File: src/rtl/arb_pkg.sv
// Shared types for the four-way round-robin arbiter: FSM encoding, client count, index type.
package arb_pkg;

    localparam int NUM_REQ = 4;

    typedef logic [1:0] idx_t;

    typedef enum logic [1:0] {
        IDLE  = 2'd0,
        GRANT = 2'd1,
        GAP   = 2'd2
    } arb_state_t;

    // Next client in rotation; the 2-bit width provides the 3 -> 0 wrap.
    function automatic idx_t idx_next(input idx_t i);
        return i + 2'd1;
    endfunction

endpackage

File: src/rtl/decoder_2x4.sv
// Purpose: 2-to-4 one-hot decoder for the winner index.
// Latency: purely combinational, zero cycles.
// Backpressure: none, a pure function of its input.
module decoder_2x4 (
    input  logic [1:0] sel,
    output logic [3:0] onehot
);

    always_comb begin
        onehot      = 4'b0000;
        onehot[sel] = 1'b1;
    end

endmodule

File: src/rtl/rr_arbiter_4.sv
// Purpose: four-client round-robin arbiter with a bounded tenure and a one-cycle gap between tenures.
// Latency: a request sampled at edge N is granted in cycle N+1; a released or expired grant drops at the sampling edge.
// Backpressure: en low blocks new grants only; an active tenure runs until release or the hold limit.
module rr_arbiter_4
    import arb_pkg::*;
#(
    parameter int MAX_HOLD = 8
) (
    input  logic       clk,
    input  logic       rst_n,
    input  logic       en,
    input  logic [3:0] req,
    output logic [3:0] gnt,
    output logic [1:0] gnt_idx,
    output logic       gnt_valid,
    output logic [7:0] hold_cnt
);

    // At least one bit, so that MAX_HOLD = 1 still has a legal counter.
    localparam int HW = (MAX_HOLD > 1) ? $clog2(MAX_HOLD) : 1;
    localparam logic [HW-1:0] HOLD_LAST = HW'(MAX_HOLD - 1);

    arb_state_t    state;
    idx_t          ptr;
    logic [HW-1:0] hold_q;
    logic [3:0]    dec_onehot;
    logic          pick_vld;
    idx_t          pick_idx;

    // Scan from the highest offset down, so the client nearest ptr is the last one written and wins.
    function automatic logic [2:0] rr_pick(input logic [3:0] r, input idx_t p);
        logic [2:0] res;
        idx_t       c;
        res = 3'b000;
        for (int k = NUM_REQ - 1; k >= 0; k--) begin
            c = p + idx_t'(k);
            if (r[c]) begin
                res = {1'b1, c};
            end
        end
        return res;
    endfunction

    always_comb begin
        {pick_vld, pick_idx} = rr_pick(req, ptr);
    end

    always_ff @(posedge clk or negedge rst_n) begin
        if (!rst_n) begin
            state     <= IDLE;
            ptr       <= '0;
            gnt_idx   <= '0;
            gnt_valid <= 1'b0;
            hold_q    <= '0;
        end else begin
            unique case (state)
                IDLE, GAP: begin
                    if (en && pick_vld) begin
                        state     <= GRANT;
                        gnt_idx   <= pick_idx;
                        gnt_valid <= 1'b1;
                        hold_q    <= '0;
                    end else begin
                        state     <= IDLE;
                        gnt_valid <= 1'b0;
                    end
                end
                GRANT: begin
                    // A release and a hold expiry at the same edge are one exit, so ptr moves once.
                    if (!req[gnt_idx] || (hold_q == HOLD_LAST)) begin
                        state     <= GAP;
                        ptr       <= idx_next(gnt_idx);
                        gnt_valid <= 1'b0;
                        hold_q    <= '0;
                    end else begin
                        hold_q <= hold_q + 1'b1;
                    end
                end
                default: begin
                    state     <= IDLE;
                    gnt_valid <= 1'b0;
                end
            endcase
        end
    end

    decoder_2x4 u_dec (
        .sel    (gnt_idx),
        .onehot (dec_onehot)
    );

    assign gnt      = dec_onehot & {NUM_REQ{gnt_valid}};
    assign hold_cnt = 8'(hold_q);

endmodule
File: config.mk
export PLATFORM = sky130hd
export DESIGN_NAME = rr_arbiter_4
export DESIGN_NICKNAME = d
export VERILOG_FILES = /design/src/rtl/arb_pkg.sv /design/src/rtl/decoder_2x4.sv /design/src/rtl/rr_arbiter_4.sv
export SDC_FILE = /design/constraint.sdc
export NUM_CORES = 1
export LEC_CHECK = 0
export ABC_AREA = 1
export CORE_ASPECT_RATIO = 1.25
export CORE_MARGIN = 3
export CORE_UTILIZATION = 45
export CTS_CLUSTER_SIZE = 25
export DETAILED_ROUTE_END_ITERATION = 8
export GPL_TIMING_DRIVEN = 0
export PLACE_DENSITY = 0.75
export SETUP_SLACK_MARGIN = 0.4
export SKIP_LAST_GASP = 1
export SYNTH_ARGS = -nofsm -noshare
export SYNTH_HDL_FRONTEND = slang
export SYNTH_SLANG_ARGS = --single-unit
File: constraint.sdc
create_clock -name clk -period 3.1 [get_ports clk]
set_input_delay 0.62 -clock clk [delete_from_list [all_inputs] [get_ports clk]]
set_output_delay 0.62 -clock clk [all_outputs]
set_load 0.05 [all_outputs]
Word level (Yosys, flattened, before mapping)
Cells that the tools add are included.

Register bits: 10. Latch bits: 0. RAM bits: 0. Bits in read-only memories: 0. Input bits: 7. Output and inout bits: 15. Word-level logic and storage cells: 57. Memories kept: 0.

Add/subtract/negate cells: 5. Multipliers: 0. Div/mod/pow operators: 0. $lt $le $gt $ge: 6. Eq/ne operators: 5. Shift-type cells: 0. Muxes and demuxes: 25. Bitwise operators: 1. Reductions and logical operators: 10.

Operators by type and width (number): 3-bit 2-to-1 mux (6); 2-bit by 3-bit less-than comparator with 1-bit output (second input constant) (5); 1-bit binary-select mux with 2-bit select (5); 1-bit 2-to-1 mux (9); 3-bit one-hot mux with 2 select lines (1); 2-bit AND reduction (3); 2-bit by 1-bit adder with 2-bit output (second input constant) (2); 2-bit adder (second input constant) (2); 4-bit bitwise AND (1); 2-bit != test (second input constant) (2); 2-bit one-hot mux with 2 select lines (1); 3-bit by 1-bit adder with 3-bit output (second input constant) (1); 3-bit equality test (second input constant) (1); 1-bit demux with 2-bit select (1); 2-bit by 1-bit equality test with 1-bit output (second input constant) (1); 2-bit equality test (second input constant) (1); 2-bit by 1-bit greater-or-equal comparator with 1-bit output (second input constant) (1); 1-bit logical AND (2); 2-bit logical NOT (1); 2-bit 2-to-1 mux (1); 1-bit one-hot mux with 2 select lines (1); 2-bit nonzero test (1); 2-bit OR reduction (1); 1-bit logical NOT (1); 1-bit logical OR (1).

Longest topological paths before layout
Word-level depth: 10. Depth in mapped cells: 12. Depth with buffers taken out: 11.

Modules after synthesis
A second synthesis with hierarchy kept.

Cells, all modules: 124. Area total of the unflattened synthesis: 792.0 um^2.

Modules (own cells, without submodules): rr_arbiter_4 (instances 1, cells each 117, area an instance 765.7 um^2, seq. area each 250.2 um^2); decoder_2x4 (instances 1, cells each 7, area an instance 26.3 um^2, seq. area each 0.0 um^2).

Least setup slack after synthesis
Ideal clock, no wire load.

Kind: reg2out. Start: register gnt_idx[0]. End: output gnt[3]. Data arrival time: 1.313 ns. Data required time: 2.480 ns. Path slack: 1.167 ns. Cell stages (with the launch flop): 4. Buffers on the path: 0. Path through: dfrtp_1 ha_1 nand2_1 inv_1.

Word-level cells in the longest chain between the ends: 5. Elaborated cells between the ends (all ways): 6. Those cells by class: order compare (2); mux (2); bitwise (1); reduce/logical (1).

Ends and longest elaborated chain: from (decl) (RTL line rr_arbiter_4.sv:14) `output logic [1:0] gnt_idx,`; from (signal assigned) (RTL line rr_arbiter_4.sv:60) `gnt_idx <= pick_idx;`; 2-bit by 3-bit less-than comparator with 1-bit output (not written as such) or 2-bit by 1-bit greater-or-equal comparator with 1-bit output (tied branches) (RTL line decoder_2x4.sv:11) `onehot[sel] = 1'b1;`; 1-bit logical AND (not written as such) (RTL line decoder_2x4.sv:11); 1-bit 2-to-1 mux (not written as such) (RTL line decoder_2x4.sv:11); 1-bit demux with 2-bit select *; 4-bit bitwise AND * (RTL line rr_arbiter_4.sv:92) `assign gnt = dec_onehot & {NUM_REQ{gnt_valid}};`; to (decl) (RTL line rr_arbiter_4.sv:13) `output logic [3:0] gnt,`.

Mark *: on every way between the ends. The rest lies on a longest branch, timed or not.

Worst setup path in the final report
Start: register gnt_idx[0]. End: output gnt[0].

The elaborated chain is that of the path after synthesis.

==> results.py <==
metrics = {
    "clock_network": {
        "clock_tree.buffer_depth": 2,
        "cts_tree": "done",
        "total_number_of_clock_tree_sinks": 10,
        "clk_pin_slew_worst_paths_ns": 0.07,
        "tritoncts.num_buffers": 3,
        "hold_buffers": 0,
        "h-tree-depth": 1,
        "clkLatencyLatePin_ns": 0.26,
        "cts_root_buffer": "clkbuf_4",
        "number_of_post_cts_setup_repair_buffers": 0,
        "ctsResizeCount": 0,
    },
    "sta": {
        "fin_tns_setup_ns": 0,
        "maxSlewViolCount": 0,
        "maxClockFrequency_mhz": 395.2,
        "slew_headroom": 0.6614,
        "grt_setup_unrepaired": "false",
        "period_share": 0.8163,
        "fin_crit_ns": 2.530,
        "timing_worst_slew_pin_value_ns": 0.5063,
        "report.final.setup_viol": 0,
        "timing_hold_violations_final": 0,
        "clock-skew-final_ns": 0.001210,
    },
    "global_route": {
        "groute.usage.overall": 0.1684,
        "globalRouteOverflowTotal": 0,
        "grt_max_degree": 11,
        "initial_antenna_violation_count": 0,
        "first_global_vias": 744,
        "global_route_wire_length_before_repair_mm": 3.022,
    },
    "detailed_routing": {
        "drt-initial-drc-count": 12,
        "drc": 0,
        "dr_wl_met3_um": 43,
        "drt_wl_total_mm": 1.687,
        "firstDrtPassIters": 4,
        "top_signal_layer_used": "met4",
        "routed-via-count": 788,
        "wl_met2_um": 937,
        "drt-met1-wl_um": 696,
        "vias_per_cell": 4.834,
        "residual_antenna_violating_net_count_after_detailed_routing": 0,
        "routed_wire_length_per_instance_um": 10.35,
    },
    "cells_and_area": {
        "fillers": 169,
        "final_area_um2": 1062,
        "layout-area-overhead-vs-synth_pct": 28.25,
        "area_of_the_multi_input_gates_um2": 464.2,
        "antenna_cells_inserted": 0,
        "drive_gt1_frac": 0.2069,
        "nets": 159,
        "seqCellArea_um2": 250.2,
    },
    "worst_setup_path": {
        "path_max_fanout": 7,
        "crit_required_ns": 2.48,
        "buffers_inverters_on_critical_path": 3,
        "worstSetupStartpointType": "flip-flop",
        "slowest_stage_delay_on_critical_path_ns": 0.80,
        "critical_path.top_delay_family": "buffers and inverters",
        "cp_cell_sequence": "inv_2 -> ha_1 -> nand2_1 -> inv_1 -> clkdlybuf4s50_1",
        "timing.critical_path.slowest_stage_cell": "clkdlybuf4s50_1",
        "worst-setup-path-type": "reg2out",
        "setup.worst_path.end_class": "primary output",
        "arrival_ns": 1.91,
    },
    "yosys": {
        "synthTopCellsByArea": "dfrtp_1, nand2_1, ha_1, inv_1, nand2_2",
        "edff_count_synth": 0,
        "postSynthAreaPerCell_um2": 6.845,
        "share_of_synthesized_registers_carrying_an_async_set_or_reset": 1.000,
        "synth_top_flop_cell": "dfrtp_1",
        "synthDominantAreaCellType": "dfrtp_1",
        "ys_seq_elements": 10,
        "post-synth-top-count-cell": "nand2_1",
        "yosysSeqAreaShare": 0.3021,
        "synth_warnings": 0,
        "post_synth_instance_area_um2": 828.3,
        "synthDistinctLibCells": 19,
        "post_syn_instances": 121,
        "synth_top_area_frac": 0.3021,
        "synth_top_cells_by_count": "nand2_1, inv_1, dfrtp_1, nand3_1, nand2_2",
    },
    "floorplanning": {
        "dieWidth_um": 44.38,
        "floorplan.die_area_um2": 2395,
        "design.portCount": 22,
        "die-height_um": 53.97,
        "fp-row-count": 16,
        "placeableCoreArea_um2": 1642,
        "start_util": 0.5046,
    },
    "placement": {
        "portBuffers": 16,
        "place_hpwl_mm": 1.399,
        "finalWeightedCongestion": 0.8526,
        "placement.cell_area_um2": 1026,
    },
    "pwr": {
        "pwr_density_cell_nw_per_um2": 1035,
        "max-vdd-ir-drop_uv": 611.7,
        "p_leak_nw": 0.6147,
    },
    "run": {
        "number_of_violations_of_the_max_capacitance_limit": 0,
    },
    "status": {
        "run_status": "finished clean",
    },
    "worst_hold_path": {
        "hold_class": "reg2reg",
    },
}
## cells by family (layout without fill, tap and decap cells)
group	after synthesis	after routing	synth area share
AOI/OAI and AO/OA	7	7	0.05136
buffers and inverters	26	46	0.1556
other	1	5	0.004527
adders and majority gates	6	6	0.09063
DFF	10	10	0.3021
and+or+nand+nor	71	71	0.3958
## layout make-up
| class | count | share of cell area |
|---|---|---|
| inverters | 20 | 0.07538 |
| plain buffers | 6 | 0.04594 |
| multi-input cells | 89 | 0.4370 |
| clock buffers | 4 | 0.03416 |
| repair buffers | 16 | 0.1508 |
| flip-flops and latches | 10 | 0.2356 |
| well taps | 18 | 0.02120 |
## worst reg2reg max path: stages, from the launching register on
cell	delay, ns
dfrtp_1	0.43
ha_1	0.22
ha_1	0.18
inv_1	0.05
nand3_1	0.13
inv_1	0.16
nor2_2	0.07
nand2_1	0.06
o21ai_0	0.07
## power by group
| part | total (W) | switching [W] | internal (W) |
|---|---|---|---|
| combinational | 0.000741 | 0.000489 | 0.000252 |
| clock | 0.000115 | 0.0000438 | 0.0000712 |
| sequential | 0.000243 | 0.0000577 | 0.000186 |
| total | 0.00110 | 0.000591 | 0.000509 |
## cell usage in the layout (no fill, tap or decap)
cell type | Yosys | final
nand2_1 | 42 | 42
inv_1 | 16 | 16
clkdlybuf4s50_1 | 0 | 16
nand3_1 | 10 | 10
dfrtp_1 | 10 | 10
nand2_2 | 9 | 9
ha_1 | 6 | 6
buf_4 | 5 | 5
conb_1 | 1 | 5
o21ai_0 | 4 | 4
inv_2 | 3 | 3
nor2_2 | 3 | 3
nor2_1 | 3 | 3
clkbuf_4 | 0 | 3
and2_1 | 2 | 2
o21ai_2 | 2 | 2
buf_6 | 1 | 1
inv_6 | 1 | 1
nand2_4 | 1 | 1
a21oi_1 | 1 | 1
nand3_2 | 1 | 1
clkbuf_8 | 0 | 1
## path summary, 6_finish.rpt
path,start,to,slack [ns],cells after the start
worst max-delay path,gnt_idx[0]$_DFFE_PN0P_,gnt[0],0.57,5
worst min-delay path,hold_q[0]$_DFFE_PN0P_,hold_q[0]$_DFFE_PN0P_,0.54,1
worst max register to register,hold_q[0]$_DFFE_PN0P_,ptr[0]$_DFFE_PN0P_,1.61,8
worst min register to register,hold_q[0]$_DFFE_PN0P_,hold_q[0]$_DFFE_PN0P_,0.54,1
max in group asynchronous,rst_n,gnt_valid$_DFFE_PN0P_,2.14,1
min in group asynchronous,rst_n,hold_q[1]$_DFFE_PN0P_,0.66,1
## through the flow
step	utilization	hold slack, ns	setup WS, ns	cells	power [W]
after floorplan	-	0.3244	1.167	125	0.0008080
after global placement	0.6250	0.5149	0.8681	159	0.0009727
after detailed placement	0.6250	0.5252	0.8363	159	0.0009931
after CTS	0.6471	0.5406	0.5396	163	0.001115
after global routing	0.6471	0.5727	0.4676	163	0.001213
final	0.6471	0.5385	0.5696	163	0.001100
## state kept, by name, summed over array words and instances (netlist names)
name / flops
gnt_idx: 2
ptr: 2
state: 2
gnt_valid: 1
hold_q: 3
## metal layers
layer,vias up,track usage
li1,404,-
met1,365,0.1785
met2,17,0.3277
met3,2,0.01003
met4,0,0.08543
met5,-,0
(Power assumes the default switching activity.)
